===== src/rtl/regfile_wb_ctrl_pkg.sv =====
// ----------------------------------------------------------------------------
// regfile_wb_ctrl_pkg
// Shared definitions for the register-file write-back controller: default
// data/index widths, register count, the hard-wired zero register index and
// the write-port winner selector.
// ----------------------------------------------------------------------------
package regfile_wb_ctrl_pkg;

    localparam int DATA_WIDTH_DEF = 32;
    localparam int ADDR_WIDTH_DEF = 5;
    localparam int NUM_REGS       = 32;

    localparam logic [ADDR_WIDTH_DEF-1:0] ZERO_REG = '0;

    // Which source owns the register-file write port in a given cycle.
    typedef enum logic [1:0] {
        SRC_NONE = 2'd0,
        SRC_ALU  = 2'd1,
        SRC_FIFO = 2'd2
    } wb_src_e;

endpackage


===== src/rtl/regfile_wb_ctrl_wb_fifo.sv =====
// ----------------------------------------------------------------------------
// wb_fifo
// Small circular buffer for long-latency write-back results.
// Ports:
//   clk, rst_n      clock, asynchronous active-low reset
//   push, push_data enqueue request and entry (ignored while full)
//   pop             dequeue request (ignored while empty)
//   full, empty     status, decoded from the registered count
//   head            oldest entry (registered storage, no push bypass)
// DEPTH must be a power of two so the pointers wrap naturally.
// ----------------------------------------------------------------------------
module wb_fifo #(
    parameter int WIDTH = 37,
    parameter int DEPTH = 2
) (
    input  logic             clk,
    input  logic             rst_n,
    input  logic             push,
    input  logic [WIDTH-1:0] push_data,
    input  logic             pop,
    output logic             full,
    output logic             empty,
    output logic [WIDTH-1:0] head
);

    localparam int PTR_W = (DEPTH > 1) ? $clog2(DEPTH) : 1;
    localparam int CNT_W = $clog2(DEPTH + 1);
    localparam logic [CNT_W-1:0] DEPTH_CNT = CNT_W'(DEPTH);

    logic [WIDTH-1:0] mem [DEPTH];
    logic [PTR_W-1:0] rd_ptr;
    logic [PTR_W-1:0] wr_ptr;
    logic [CNT_W-1:0] count;
    logic             do_push;
    logic             do_pop;

    assign full    = (count == DEPTH_CNT);
    assign empty   = (count == '0);
    assign do_push = push && !full;
    assign do_pop  = pop && !empty;
    assign head    = mem[rd_ptr];

    // Pointers advance by one and wrap at DEPTH; a simultaneous push and pop
    // leaves the count unchanged.
    always_ff @(posedge clk or negedge rst_n) begin
        if (!rst_n) begin
            rd_ptr <= '0;
            wr_ptr <= '0;
            count  <= '0;
        end else begin
            if (do_push) begin
                wr_ptr <= wr_ptr + 1'b1;
            end
            if (do_pop) begin
                rd_ptr <= rd_ptr + 1'b1;
            end
            case ({do_push, do_pop})
                2'b10:   count <= count + 1'b1;
                2'b01:   count <= count - 1'b1;
                default: count <= count;
            endcase
        end
    end

    // Storage is not reset; the count alone decides which slots are valid.
    always_ff @(posedge clk) begin
        if (do_push) begin
            mem[wr_ptr] <= push_data;
        end
    end

endmodule


===== src/rtl/regfile_wb_ctrl.sv =====
// ----------------------------------------------------------------------------
// regfile_wb_ctrl
// Write-side controller for the 32-entry register file. Merges single-cycle
// ALU results with buffered long-latency (LSU/mul-div) results onto the single
// registered write port and tracks in-flight long-latency destinations so the
// issue stage can stall on RAW hazards.
// Ports:
//   clk, rst_n                    clock, asynchronous active-low reset
//   alu_valid/alu_rd/alu_data     ALU result; alu_ready = accepted this cycle
//   lsu_valid/lsu_rd/lsu_data     long-latency result; lsu_ready = FIFO not full
//   issue_valid/issue_rd          long-latency op issued, marks rd pending
//   rs1_addr/rs2_addr             hazard query addresses
//   rs1_busy/rs2_busy             queried register has a write outstanding
//   rd_addr/rd_data/reg_we        registered register-file write port
// ----------------------------------------------------------------------------
module regfile_wb_ctrl
    import regfile_wb_ctrl_pkg::*;
#(
    parameter int DATA_WIDTH = DATA_WIDTH_DEF,
    parameter int ADDR_WIDTH = ADDR_WIDTH_DEF,
    parameter int FIFO_DEPTH = 2
) (
    input  logic                  clk,
    input  logic                  rst_n,
    input  logic                  alu_valid,
    input  logic [ADDR_WIDTH-1:0] alu_rd,
    input  logic [DATA_WIDTH-1:0] alu_data,
    output logic                  alu_ready,
    input  logic                  lsu_valid,
    input  logic [ADDR_WIDTH-1:0] lsu_rd,
    input  logic [DATA_WIDTH-1:0] lsu_data,
    output logic                  lsu_ready,
    input  logic                  issue_valid,
    input  logic [ADDR_WIDTH-1:0] issue_rd,
    input  logic [ADDR_WIDTH-1:0] rs1_addr,
    input  logic [ADDR_WIDTH-1:0] rs2_addr,
    output logic                  rs1_busy,
    output logic                  rs2_busy,
    output logic [ADDR_WIDTH-1:0] rd_addr,
    output logic [DATA_WIDTH-1:0] rd_data,
    output logic                  reg_we
);

    localparam int ENTRY_W = ADDR_WIDTH + DATA_WIDTH;
    localparam logic [ADDR_WIDTH-1:0] ZERO_IDX = ADDR_WIDTH'(ZERO_REG);

    logic                  fifo_full;
    logic                  fifo_empty;
    logic                  fifo_push;
    logic                  fifo_pop;
    logic [ENTRY_W-1:0]    fifo_head;
    logic [ADDR_WIDTH-1:0] head_rd;
    logic [DATA_WIDTH-1:0] head_data;

    wb_src_e               win_src;
    logic [ADDR_WIDTH-1:0] win_rd;
    logic [DATA_WIDTH-1:0] win_data;

    logic [NUM_REGS-1:0]   pending;

    assign {head_rd, head_data} = fifo_head;

    // Ready depends only on the registered fill level, so a pop in the same
    // cycle never makes room for a push.
    assign lsu_ready = !fifo_full;
    assign fifo_push = lsu_valid && !fifo_full;

    wb_fifo #(
        .WIDTH (ENTRY_W),
        .DEPTH (FIFO_DEPTH)
    ) u_fifo (
        .clk       (clk),
        .rst_n     (rst_n),
        .push      (fifo_push),
        .push_data ({lsu_rd, lsu_data}),
        .pop       (fifo_pop),
        .full      (fifo_full),
        .empty     (fifo_empty),
        .head      (fifo_head)
    );

    // One winner per cycle. A full FIFO takes priority over the ALU so the
    // long-latency path cannot be starved; otherwise the ALU goes first and
    // the FIFO drains in idle ALU cycles.
    always_comb begin
        win_src   = SRC_NONE;
        alu_ready = 1'b1;
        win_rd    = head_rd;
        win_data  = head_data;
        if (fifo_full) begin
            win_src   = SRC_FIFO;
            alu_ready = 1'b0;
        end else if (alu_valid) begin
            win_src  = SRC_ALU;
            win_rd   = alu_rd;
            win_data = alu_data;
        end else if (!fifo_empty) begin
            win_src = SRC_FIFO;
        end
    end

    assign fifo_pop = (win_src == SRC_FIFO);

    // Write port register. Results for x0 are consumed and still update the
    // address/data fields, but never raise the write enable. Idle cycles hold
    // address and data.
    always_ff @(posedge clk or negedge rst_n) begin
        if (!rst_n) begin
            reg_we  <= 1'b0;
            rd_addr <= '0;
            rd_data <= '0;
        end else if (win_src != SRC_NONE) begin
            reg_we  <= (win_rd != ZERO_IDX);
            rd_addr <= win_rd;
            rd_data <= win_data;
        end else begin
            reg_we  <= 1'b0;
        end
    end

    // Pending-write scoreboard. A new issue to a register overrides a
    // completion to the same register in the same cycle. Entry 0 never
    // becomes pending.
    always_ff @(posedge clk or negedge rst_n) begin
        if (!rst_n) begin
            pending <= '0;
        end else begin
            pending[0] <= 1'b0;
            for (int i = 1; i < NUM_REGS; i++) begin
                if (issue_valid && (issue_rd == ADDR_WIDTH'(i))) begin
                    pending[i] <= 1'b1;
                end else if (fifo_pop && (head_rd == ADDR_WIDTH'(i))) begin
                    pending[i] <= 1'b0;
                end
            end
        end
    end

    // A register is busy while its long-latency write is outstanding or while
    // the write port is committing to it this cycle.
    assign rs1_busy = (rs1_addr != ZERO_IDX) &&
                      (pending[rs1_addr] || (reg_we && (rd_addr == rs1_addr)));
    assign rs2_busy = (rs2_addr != ZERO_IDX) &&
                      (pending[rs2_addr] || (reg_we && (rd_addr == rs2_addr)));

    // Issuing to a register that already has a write in flight is illegal.
    a_no_double_issue: assert property (
        @(posedge clk) disable iff (!rst_n)
        (issue_valid && (issue_rd != ZERO_IDX)) |-> !pending[issue_rd]
    );

endmodule


===== config.mk =====
export PLATFORM = sky130hd
export DESIGN_NAME = regfile_wb_ctrl
export DESIGN_NICKNAME = d
export VERILOG_FILES = /design/src/rtl/regfile_wb_ctrl_pkg.sv /design/src/rtl/regfile_wb_ctrl_wb_fifo.sv /design/src/rtl/regfile_wb_ctrl.sv
export SDC_FILE = /design/constraint.sdc
export NUM_CORES = 1
export LEC_CHECK = 0
export ABC_AREA = 0
export CORE_UTILIZATION = 45
export DETAILED_ROUTE_END_ITERATION = 16
export GPL_TIMING_DRIVEN = 0
export PLACE_DENSITY = 0.74
export SYNTH_ARGS = -nofsm -noshare
export SYNTH_HDL_FRONTEND = slang
export SYNTH_HIERARCHICAL = 1
export SYNTH_SLANG_ARGS = --single-unit

===== constraint.sdc =====
create_clock -name clk -period 2.8 [get_ports clk]
set_input_delay 0.28 -clock clk [delete_from_list [all_inputs] [get_ports clk]]
set_output_delay 0.28 -clock clk [all_outputs]
set_load 0.03 [all_outputs]

Yosys cells after proc, flatten, opt, wreduce, memory -nomap -nowiden
Memory sizes are Yosys's and may differ from the RTL's.
Index checks and enable logic that the tools add are counted.
{"block": "word_totals", "regBits": 73, "ram_bits": 74, "out_inout_bits": 42, "elab_cells": 300, "mem_count": 1}
{"memory": "u_fifo.mem", "words": 2, "word_bits": 37, "read_ports": 1, "rd_clocked_by_memory_dff": 0, "wr": 1, "line": "regfile_wb_ctrl_wb_fifo.sv:30", "source": "logic [WIDTH-1:0] mem [DEPTH];"}
{"block": "op_classes", "add_sub_neg": 4, "n_lt_le_gt_ge": 2, "n_eq_ne": 68, "muxes": 78, "reduce_logical": 110}
{"operator": "5-bit == test (second input constant)", "n": 32}
{"operator": "5-bit by 4-bit == test with 1-bit output (second input constant)", "n": 16}
{"operator": "1-bit logical AND", "n": 69}
{"operator": "1-bit two-way mux", "n": 68}
{"operator": "2-bit nonzero test", "n": 33}
{"operator": "32-bit two-way mux", "n": 2}
{"operator": "5-bit by 3-bit == test with 1-bit output (second input constant)", "n": 8}
{"operator": "5-bit by 2-bit == test with 1-bit output (second input constant)", "n": 4}
{"operator": "5-bit nonzero test", "n": 3}
{"operator": "5-bit by 6-bit less-than comparator with 1-bit output (second input constant)", "n": 2}
{"operator": "1-bit binary-select mux with 5-bit select", "n": 2}
{"operator": "5-bit by 1-bit == test with 1-bit output (second input constant)", "n": 2}
{"operator": "5-bit == test", "n": 2}
{"operator": "5-bit two-way mux", "n": 2}
{"operator": "2-bit == test (second input constant)", "n": 3}
{"operator": "2-bit two-way mux", "n": 3}
{"operator": "2-bit one-hot mux with 2 select lines", "n": 1}
{"operator": "1-bit adder (second input constant)", "n": 2}
{"operator": "2-bit by 1-bit adder with 2-bit output (second input constant)", "n": 1}
{"operator": "2-bit by 1-bit == test with 1-bit output (second input constant)", "n": 1}
{"operator": "1-bit logical NOT", "n": 2}
{"operator": "2-bit logical NOT", "n": 1}
{"operator": "1-bit logical OR", "n": 2}
{"operator": "2-bit by 1-bit subtractor with 2-bit output (second input constant)", "n": 1}

Logic depth before layout (Yosys ltp)
Gate-level depths: netlist (run 1).
{"block": "logic_depth", "ltp_word": 8, "mapped_depth": 9, "depth_no_buf": 8}

Hierarchy
The synthesis (run 1) kept the hierarchy.
{"mod": "regfile_wb_ctrl", "n_inst": 1, "cells_per_inst": 423, "area_each_um2": 4027.6, "seq_area_each_um2": 1726.7}
{"mod": "wb_fifo", "n_inst": 1, "cells_per_inst": 133, "area_each_um2": 2949.1, "seq_area_each_um2": 2322.2}

Worst setup path before layout (run 1)
OpenSTA, ideal clock, no wires.
{"block": "synth_timing", "kind": "register to register", "start": "register u_fifo.count[0]", "end": "memory u_fifo.mem[0][0] (enable)", "setup_ps": 431, "arrival_ps": 2617, "required_ps": 2369, "setup_slack_ps": -249, "stages_incl_launch_ff": 7, "period_less_slack_ps": 3049, "path_cell_list": "dfrtp_1 nand2b_1 inv_1 clkbuf_1 nor2b_1 nand2_1 nor2_1"}
{"block": "synth_between", "elab_chain_len": 6}
{"element": "start, declared", "line": "regfile_wb_ctrl_wb_fifo.sv:33", "source": "logic [CNT_W-1:0] count;"}
{"element": "start signal, assigned", "line": "regfile_wb_ctrl_wb_fifo.sv:58", "source": "2'b10: count <= count + 1'b1;"}
{"element": "start signal, assigned", "line": "regfile_wb_ctrl_wb_fifo.sv:59", "source": "2'b01: count <= count - 1'b1;"}
{"element": "start signal, assigned", "line": "regfile_wb_ctrl_wb_fifo.sv:60", "source": "default: count <= count;"}
{"element": "2-bit == test", "line": "regfile_wb_ctrl_wb_fifo.sv:37", "source": "assign full = (count == DEPTH_CNT);"}
{"element": "named net fifo_full", "line": "regfile_wb_ctrl.sv:47", "source": "logic fifo_full;"}
{"element": "1-bit logical NOT", "line": "regfile_wb_ctrl.sv:66", "source": "assign fifo_push = lsu_valid && !fifo_full;"}
{"element": "1-bit logical AND", "line": "regfile_wb_ctrl.sv:66"}
{"element": "named net fifo_push", "line": "regfile_wb_ctrl.sv:49", "source": "logic fifo_push;"}
{"element": "1-bit logical AND", "line": "regfile_wb_ctrl_wb_fifo.sv:39", "source": "assign do_push = push && !full;"}
{"element": "1-bit two-way mux", "line": "regfile_wb_ctrl_wb_fifo.sv:67", "source": "if (do_push) begin"}
{"element": "1-bit two-way mux (not written as such)", "line": "regfile_wb_ctrl_wb_fifo.sv:68", "source": "mem[wr_ptr] <= push_data;"}
{"element": "end, declared", "line": "regfile_wb_ctrl_wb_fifo.sv:30"}
The timed path passes the listed nets, and every way through them passes these cells.

Final worst setup path (run 1)
{"block": "layout_timing", "start": "input rs2_addr[1]", "end": "output rs2_busy"}
{"block": "layout_between", "elab_chain_len": 4}
{"element": "start, declared", "line": "regfile_wb_ctrl.sv:36", "source": "input logic [ADDR_WIDTH-1:0] rs2_addr,"}
{"element": "1-bit binary-select mux with 5-bit select / 5-bit == test (equally long branches)", "line": "regfile_wb_ctrl.sv:144", "source": "(pending[rs2_addr] || (reg_we && (rd_addr == rs2_addr)));"}
{"element": "1-bit two-way mux (not written as such) / 1-bit logical AND (equally long branches)", "line": "regfile_wb_ctrl.sv:144"}
{"element": "1-bit logical OR", "line": "regfile_wb_ctrl.sv:144"}
{"element": "1-bit logical AND (*)", "line": "regfile_wb_ctrl.sv:143", "source": "assign rs2_busy = (rs2_addr != ZERO_IDX) &&"}
{"element": "end, declared", "line": "regfile_wb_ctrl.sv:38", "source": "output logic rs2_busy,"}
Every way passes the cells marked *; elsewhere a longest branch is shown, timed or not. The select of a mux whose other input is x is not followed.

==> metrics.md, run 1 <==
| Metric | Value |
|---|---|
| Wire per inst | 19.7 um |
| Largest net degree at the start of global routing | 57 |
| Unique masters post-synth | 45 |
| Synthesized area | 0.00698 mm2 |
| Die ar. | 0.0160 mm2 |
| CP delay by family, top | buffers and inverters |
| DRT iter0 DRCs | 311 |
| CP arrival | 2.41 ns |
| MaxCap Viol Count | 0 |
| RSZ-0062 raised after global routing | no |
| Detailed placement HPWL | 12700 um |
| FFs w/ async S/R, synth | 49.7% |
| Slew Viols, Final | 0 |
| Slew margin rel. | 59.3% |
| Clock latency at the later pin of the worst-skew pair | 0.42 ns |
| Setup TNS | 0 ns |
| Required time worst endpoint | 2.52 ns |
| Synth Net Count | 651 |
| Final nets | 805 |
| Maximum clock rate | 371 MHz |
| Synth Register Bits | 147 |
| Static leakage | 3.49 nW |
| CP endpoint kind | primary output |
| Num Clock Sinks | 147 |
| Clock Skews | 0.00716 ns |
| # diodes | 0 |
| Die Height | 127 um |
| Die span in x | 127 um |
| Min Tclk post-route | 2.69 ns |
| Reg2reg start | u_fifo/count[0] |
| Share of layout cells above drive strength 1 | 14.2% |
| Seq/Total Area, Yosys | 58.0% |
| Number of flops mapped to enable cells by yosys | 74 |
| Crit start category | primary input |
| Core box area | 0.0151 mm2 |
| Crit path max-delay cell type | clkdlybuf4s50_1 |
| Global-route usage over all layers | 23.8% |
| R2R Path End | rd_data[8] |
| Peak supply drop | 0.000598 V |
| Vias per cell | 5.83 |
| PwrDens | 1140 mW/mm2 |
| Tcrit/Tclk final | 96.2% |
| Ports | 136 |
| Most common cell after layout, fill and taps aside | clkdlybuf4s50_1 |
| Final setup vio count | 0 |
| Synth area leader | edfxtp_1 |
| Crit Path Max Fanout | 10 |
| Hold/Removal Path Class | in -> async |
| R2R setup slack | 0.52 ns |
| Worst slew pin tran | 0.611 ns |
| Placer congestion estimate | 0.906 |
| R2R cell count | 7 |
| WP buf/inv | 3 |
| Final Hold Vio Count | 0 |
| Port buffer count | 132 |
| Worst Setup Path Type | in -> out |
| Cells after Synth | 556 |
| Yosys top cell area share | 31.9% |
| GRT overflow | 0 |
| Antenna violations before repair | 0 |
| Critical path's largest stage delay | 0.48 ns |
| Number of remaining DRC errors | 0 |
| DR pass1 iterations | 5 |
| Post-synth top flop | edfxtp_1 |
| Syn_area_per_cell | 12.5 um2 |
| Synth-to-Final Area Change | 32.7% |
| Initial core utilization | 46.1% |
| Post-route core utilization | 61.1% |
| First-pass GRT wire length | 28800 um |
| H-tree depth | 4 |
| Vias in the first global route | 5571 |
| Synth area leaders | edfxtp_1 (32%), dfrtp_1 (26%), o21ai_0 (5.2%) |
| Via count | 5308 |
| Ys Warns | 6 |
| CTS tree | done |
| Status | finished, final reports clean |
| CTS Buf Count | 17 |
| WL final | 18000 um |
| Most frequent cells in the layout | clkdlybuf4s50_1 (128), edfxtp_1 (74), o21ai_0 (73), dfrtp_1 (73), nor2b_1 (46) |
| Root Driver | clkbuf_16 |
| Max Buffers Root-to-Sink | 2 |
| ANT nets after route | 0 |
| CP Cell Sequence | clkdlybuf4s50_1 -> buf_2 -> mux4_1 -> mux2i_1 -> nor3_1 -> a311o_1 -> o22a_1 -> clkdlybuf4s15_2 |
| Rows | 45 |
| Clock-pin slew on the worst setup and hold paths | 0.06 ns |
routing by layer:
layer  vias to the layer above  track usage [%]  share of wire (%)
met1                      2643             27.7                 40
li1                       2405                -                  -
met5                         -                0                  0
met2                       220             41.3                 50
met4                         0             10.6                2.9
met3                        40             6.45                6.8
sequential cells by signal, summed over array words and instances, names as in the netlist:
register / cells
u_fifo/mem: 74
rd_data: 32
pending: 31
rd_addr: 5
u_fifo/count: 2
reg_we: 1
u_fifo/rd_ptr: 1
u_fifo/wr_ptr: 1
synth_stat cells (2+ instances only):
library cell and count:
edfxtp_1 74, dfrtp_1 73, o21ai_0 73, nor2b_1 46, a21oi_1 37, a22oi_1 36
nand2_1 30, mux2_4 20, clkbuf_1 19, mux2_2 18, nor2_1 16, mux4_2 9
xor2_1 8, nand2b_1 7, xnor2_1 7, mux2i_1 6, nor3_1 6, o2bb2ai_1 6
buf_6 5, inv_1 5, mux4_1 5, nand3_1 5, nor4_1 5, buf_1 4
buf_2 4, or2_2 4, a21o_1 3, a22o_1 3, o31ai_1 3, a221oi_1 2
and3b_1 2, nand4_1 2
how the worst max path moves through the flow:
stage / start / end / depth (start not counted)
final: rs2_addr[1] / rs2_busy / 8
after global routing: rs2_addr[1] / rs2_busy / 8
after CTS: pending[13] / rs2_busy / 6
after detailed placement: rs2_addr[0] / rs2_busy / 8
after global placement: rst_n / rd_data[23] / 1
after floorplan: u_fifo/count[0] / u_fifo/mem[0][0] / 6
metrics by stage:
| stage | power (mW) | hold slack, ns | setup slack (ns) | instances | instance area (um2) |
|---|---|---|---|---|---|
| 2_1_floorplan | 6.45 | -0.0156 | 0.362 | 556 | 6980 |
| 3_3_place_gp | 7.88 | 0.481 | -1.21 | 876 | 8540 |
| 3_5_place_dp | 8.10 | 0.189 | -0.322 | 879 | 8610 |
| 4_1_cts | 10.6 | 0.291 | 0.105 | 911 | 9260 |
| 5_1_grt | 11.1 | 0.301 | 0.0278 | 911 | 9260 |
| 6_report | 10.5 | 0.297 | 0.106 | 911 | 9260 |
what timing repair did:
item	4_1_cts	5_1_grt
setup buffers	0	0
hold buffers	1	0
resized for setup	6	0
hold endpoints to repair	17	0
endpoints found under the setup margin	3	0
area by class of cell:
cell class                      count  area [um2]
Fill cell                        1167        5890
Sequential cell                   147        4050
Multi-Input combinational cell    371        2750
Timing Repair Buffer              136        1400
Clock buffer                       17         425
Tap cell                          188         235
Clock inverter                     15         214
Buffer                             32         166
Inverter                            5        18.8
power breakdown:
part / switching [mW] / internal (mW)
Combinational: 2.46 / 2.00
Sequential: 0.537 / 3.11
Clock: 0.873 / 1.57
logic make-up (layout without fill, tap and decap cells):
group / after synthesis / in the layout / synth area share (%)
xor+xnor: 15 / 15 / 1.88
mux: 58 / 58 / 12.9
flops: 147 / 147 / 58.0
fa+ha+maj: 1 / 1 / 0.179
simple gates: 128 / 128 / 9.83
buf+inv: 38 / 205 / 2.71
compound gates: 169 / 169 / 14.5
No activity file was read; power rests on OpenSTA's default activity.
==> run 2, diff against run 1 <==
- SKIP_LAST_GASP: default -> 1
==> run 2 against run 1 <==
Compared with the run above:
- cell count is 0.33% higher
- critical endpoint unchanged
- combinational power about the same
- critical path depth is the same
- cell area grew 0.28%
- largest cell class unchanged
- via count decreased by 0.75%
- core utilization is 0.17 points higher
- routed wire length fell by 0.21%
==> metrics.md, run 2 (same netlist as run 1, synthesis figures left out) <==
| Metric | Value |
|---|---|
| Clock Skews | 0.00867 ns |
| Crit Path Max Fanout | 10 |
| Max Buffers Root-to-Sink | 2 |
| Most common cell after layout, fill and taps aside | clkdlybuf4s50_1 |
| Ports | 136 |
| Post-DP Area | 0.00861 mm2 |
| Maximum clock rate | 371 MHz |
| Most frequent cells in the layout | clkdlybuf4s50_1 (128), edfxtp_1 (74), o21ai_0 (73), dfrtp_1 (73), nor2b_1 (46) |
| CP endpoint kind | primary output |
| Area occupied by multi-input gates | 0.00275 mm2 |
| Place WS | -0.322 ns |
| Hold_ws | 0.298 ns |
| Clock-pin slew on the worst setup and hold paths | 0.06 ns |
| Via count | 5268 |
| PwrDens | 1140 mW/mm2 |
| Tcrit/Tclk final | 96.4% |
| Worst Setup Path Type | in -> out |
| ANT nets after route | 0 |
| Synth-to-Final Area Change | 33.1% |
| Number of remaining DRC errors | 0 |
| Placer congestion estimate | 0.906 |
| CP Cell Sequence | clkdlybuf4s50_1 -> buf_2 -> mux4_1 -> mux2i_1 -> nor3_1 -> a311o_1 -> o22a_1 -> clkdlybuf4s15_2 |
| # diodes | 0 |
| Hold/Removal Path Class | in -> async |
| Fin worst setup slack | 0.102 ns |
| Final setup vio count | 0 |
| Die span in x | 127 um |
| Overall power | 10.5 mW |
| Die Height | 127 um |
| Initial core utilization | 46.1% |
| Slew margin rel. | 59.2% |
| Die ar. | 0.0160 mm2 |
| Register area | 0.00405 mm2 |
| Post-route cell area | 0.00928 mm2 |
| Detailed placement HPWL | 12700 um |
| Required time worst endpoint | 2.52 ns |
| Largest register FFs | 74 |
| CTS Buf Count | 17 |
| Non-Filler Instances | 914 |
| Setup TNS | 0 ns |
| Core box area | 0.0151 mm2 |
| Post-route core utilization | 61.3% |
| Vias per cell | 5.76 |
| CTS tree | done |
| RSZ-0062 raised after global routing | no |
| Critical path's largest stage delay | 0.48 ns |
| Largest regs | u_fifo/mem: 74 flops, rd_data: 32 flops, pending: 31 flops |
| Largest net degree at the start of global routing | 57 |
| Status | finished, final reports clean |
| DRT iter0 DRCs | 291 |
| FILL cells | 1168 |
| Crit start category | primary input |
| Static leakage | 3.52 nW |
| Num Clock Sinks | 147 |
| CP arrival | 2.42 ns |
| Clock latency at the later pin of the worst-skew pair | 0.42 ns |
| Peak supply drop | 0.000597 V |
| Placed Instances | 879 |
| Crit path max-delay cell type | clkdlybuf4s50_1 |
| WL final | 17900 um |
| Global-route usage over all layers | 23.8% |
| First-pass GRT wire length | 28800 um |
| Final Hold Vio Count | 0 |
| DR pass1 iterations | 5 |
| MaxCap Viol Count | 0 |
| Vias in the first global route | 5562 |
| Reg with most FFs | u_fifo/mem |
| Share of layout cells above drive strength 1 | 14.6% |
| Rows | 45 |
| Port buffer count | 132 |
| Antenna violations before repair | 0 |
| Final nets | 808 |
| Min Tclk post-route | 2.70 ns |
| Wire per inst | 19.6 um |
| Slew Viols, Final | 0 |
| H-tree depth | 4 |
| Worst slew pin tran | 0.612 ns |
| Root Driver | clkbuf_16 |
| GRT overflow | 0 |
## run 2: cell types whose count changed in the layout (fill, tap and decap cells not counted)
cell            previous run  this run
buf_4                      2         5
dlygate4sd2_1              2         1
dlymetal6s2s_1             0         1
## run 2: worst paths after layout
kind                                  from           endpoint  slack [ns]  cells past startpoint
setup / recovery               rs2_addr[1]           rs2_busy        0.10                      8
hold / removal                       rst_n         rd_data[4]        0.30                      2
setup reg to reg           u_fifo/count[0]         rd_data[8]        0.51                      7
hold reg to reg            u_fifo/count[1]    u_fifo/count[1]        0.50                      1
max in group asynchronous            rst_n        rd_data[30]        1.93                      3
min in group clk              lsu_data[16]  u_fifo/mem[1][16]        0.44                      1
## run 2: area by class of cell
cell class	instances	share of cell area, %
inverters	5	0.202
multi-input cells	371	29.7
plain buffers	32	1.79
flip-flops and latches	147	43.6
clock buffers	17	4.58
clock inverters	15	2.30
repair buffers	139	15.3
well taps	188	2.53
## run 2: critical path, delay by kind of cell
family	cells	cell delay [ns]
compound gates	2	0.55
simple gates	1	0.06
buf+inv	3	1.02
mux	2	0.50
## run 2: power by group
part / switching (mW) / internal (mW)
Clock: 0.876 / 1.57
Sequential: 0.534 / 3.11
Combinational: 2.46 / 2.00
## run 2: repair_timing
| action | CTS | global route |
|---|---|---|
| hold buffers | 1 | 0 |
| pin swaps | 0 | 0 |
| resized for setup | 4 | 2 |
| endpoints found under the hold margin | 17 | 0 |
| buffers inserted | 0 | 3 |
| endpoints found under the setup margin | 3 | 1 |
## run 2: layer usage
metal  track usage, %  share of wire, %  up-vias
li1                 -                 -     2408
met1             27.7                40     2617
met2             41.2                50      207
met3             6.45               6.8       36
met4             10.6               2.9        0
met5                0                 0        -
==> run 3, diff against run 2 <==
- CORE_MARGIN: default -> 3
==> run 3 against run 2 <==
Compared with the run above:
- routed wire length up 4.7%
- global-route usage down 1.5 points
- critical path depth down 1
- cell area down 0.13%
- first-iteration DRC count up 26%
- count of clock-buffer cells in the layout up 4
- register-to-register slack better by 0.05 ns
- power up 0.11%
- hold slack worse by 0.011 ns
- core utilization up 1.1 points
- critical endpoint unchanged
- highest routed layer unchanged
==> metrics.md, run 3 (same netlist as run 1, synthesis figures left out) <==
| Metric | Value |
|---|---|
| Die Height | 131 um |
| CP endpoint | rs2_busy |
| FILL cells | 1143 |
| Hold/Removal Path Class | in -> async |
| Final setup vio count | 0 |
| First-pass GRT wire length | 29100 um |
| R2R setup slack | 0.56 ns |
| Required time worst endpoint | 2.52 ns |
| Vias in the first global route | 5597 |
| Hold_ws | 0.287 ns |
| Post-DP Area | 0.00860 mm2 |
| Logic pwr share | 42.8% |
| Placer congestion estimate | 0.961 |
| P_sw | 3.90 mW |
| Largest net degree at the start of global routing | 58 |
| Vias per cell | 5.91 |
| Share of layout cells above drive strength 1 | 14.4% |
| Ports | 136 |
| Peak supply drop | 0.000649 V |
| Crit Path Max Fanout | 3 |
| Port buffer count | 132 |
| DR pass1 iterations | 5 |
| Via count | 5393 |
| Overall power | 10.6 mW |
| Global-route usage over all layers | 22.3% |
| GRT overflow | 0 |
| CTS Buf Count | 17 |
| CP endpoint kind | primary output |
| Tcrit/Tclk final | 95.9% |
| ANT nets after route | 0 |
| Clock share of power | 22.6% |
| Largest register FFs | 74 |
| Worst path depth | 7 |
| Final Hold Vio Count | 0 |
| R2R cell count | 7 |
| Worst Setup Path Type | in -> out |
| Most common cell after layout, fill and taps aside | clkdlybuf4s50_1 |
| Max Buffers Root-to-Sink | 2 |
| Most frequent cells in the layout | clkdlybuf4s50_1 (129), edfxtp_1 (74), o21ai_0 (73), dfrtp_1 (73), nor2b_1 (46) |
| Post-route core utilization | 62.4% |
| P_int | 6.66 mW |
| Worst slew pin tran | 0.591 ns |
| Crit start category | primary input |
| Largest regs | u_fifo/mem: 74 flops, rd_data: 32 flops, pending: 31 flops |
| DRT iter0 DRCs | 367 |
| H-tree depth | 4 |
| Static leakage | 3.50 nW |
| Non-Filler Instances | 913 |
| Fin worst setup slack | 0.116 ns |
| Clock-pin slew on the worst setup and hold paths | 0.06 ns |
| Initial core utilization | 46.9% |
| Synth-to-Final Area Change | 32.9% |
| RSZ-0062 raised after global routing | no |
| Status | finished, final reports clean |
| # diodes | 0 |
| Wire per inst | 20.6 um |
| Post-route cell area | 0.00927 mm2 |
| Switching Share | 37.0% |
| Number of remaining DRC errors | 0 |
| Clock Skews | 0.0107 ns |
| Die ar. | 0.0170 mm2 |
| WP buf/inv | 2 |
| Maximum clock rate | 373 MHz |
| PwrDens | 1140 mW/mm2 |
| CP arrival | 2.40 ns |
| Slew margin rel. | 60.6% |
| CP Launch Point | rs2_addr[0] |
| Rows | 44 |
| Register area | 0.00405 mm2 |
| Antenna violations before repair | 0 |
| CTS tree | done |
| Reg2reg start | u_fifo/count[0] |
| Detailed placement HPWL | 13000 um |
| Num Clock Sinks | 147 |
| Area occupied by multi-input gates | 0.00275 mm2 |
| Die span in x | 131 um |
| Clock latency at the later pin of the worst-skew pair | 0.42 ns |
| Reg with most FFs | u_fifo/mem |
| Core box area | 0.0149 mm2 |
| Crit path max-delay cell type | mux4_1 |
| MaxCap Viol Count | 0 |
| Min Tclk post-route | 2.68 ns |
| CP delay by family, top | multiplexers |
| Final nets | 811 |
| Place WS | -0.305 ns |
| Root Driver | clkbuf_16 |
| WL final | 18800 um |
| CP Cell Sequence | clkdlybuf4s50_1 -> mux4_1 -> mux2i_1 -> nor3_1 -> a311o_1 -> o22a_1 -> clkbuf_2 |
| Critical path's largest stage delay | 0.58 ns |
| Setup TNS | 0 ns |
| Reg power frac | 34.6% |
| Slew Viols, Final | 0 |
| Placed Instances | 875 |
| R2R Path End | rd_data[9] |
[run 3: cell types whose count changed in the layout (fill, tap and decap cells not counted), sizes merged]
cell,delta
clkbuf,+5
buf,+3
clkinv,-2
bufinv,-1
clkdlybuf4s15,-1
clkdlybuf4s50,+1
dlymetal6s2s,-1
inv,-1
[run 3: layout make-up]
class,count,area share [%]
sequential,147,43.7
multi-input combinational,371,29.6
timing repair buffer,142,15.5
clock buffer,21,4.97
tap,184,2.48
buffer,32,1.79
clock inverter,11,1.73
inverter,5,0.243
[run 3: what timing repair did]
item                                    CTS  global route
buffers inserted                          0             6
endpoints found under the hold margin    16             0
hold buffers                              1             0
gates resized for setup                   2             3
endpoints found under the setup margin    3             2
[run 3: worst min-delay path by stage]
stage	depth (start not counted)	slack, ns	endpoint
floorplan	0	-0.02	pending[10]
finish	2	0.29	rd_data[14]
CTS	2	0.29	rd_data[17]
global route	2	0.30	rd_data[16]
detailed placement	1	0.18	rd_data[5]
global placement	1	0.48	u_fifo/count[1]
[run 3: power groups by stage]
stage	sequential [mW]	combinational [mW]	clock [mW]
2_1_floorplan	4.04	2.41	0
3_3_place_gp	3.62	4.26	0
3_5_place_dp	3.66	4.45	0
4_1_cts	3.63	4.49	2.41
5_1_grt	3.72	4.88	2.50
6_report	3.65	4.52	2.39
[run 3: layer usage]
metal	global-route usage (%)	share of wire, %	up-vias
li1	-	-	2415
met1	28.2	41	2692
met2	37.5	50	252
met3	5.28	7.1	34
met4	8.05	2.0	0
met5	0	0	-
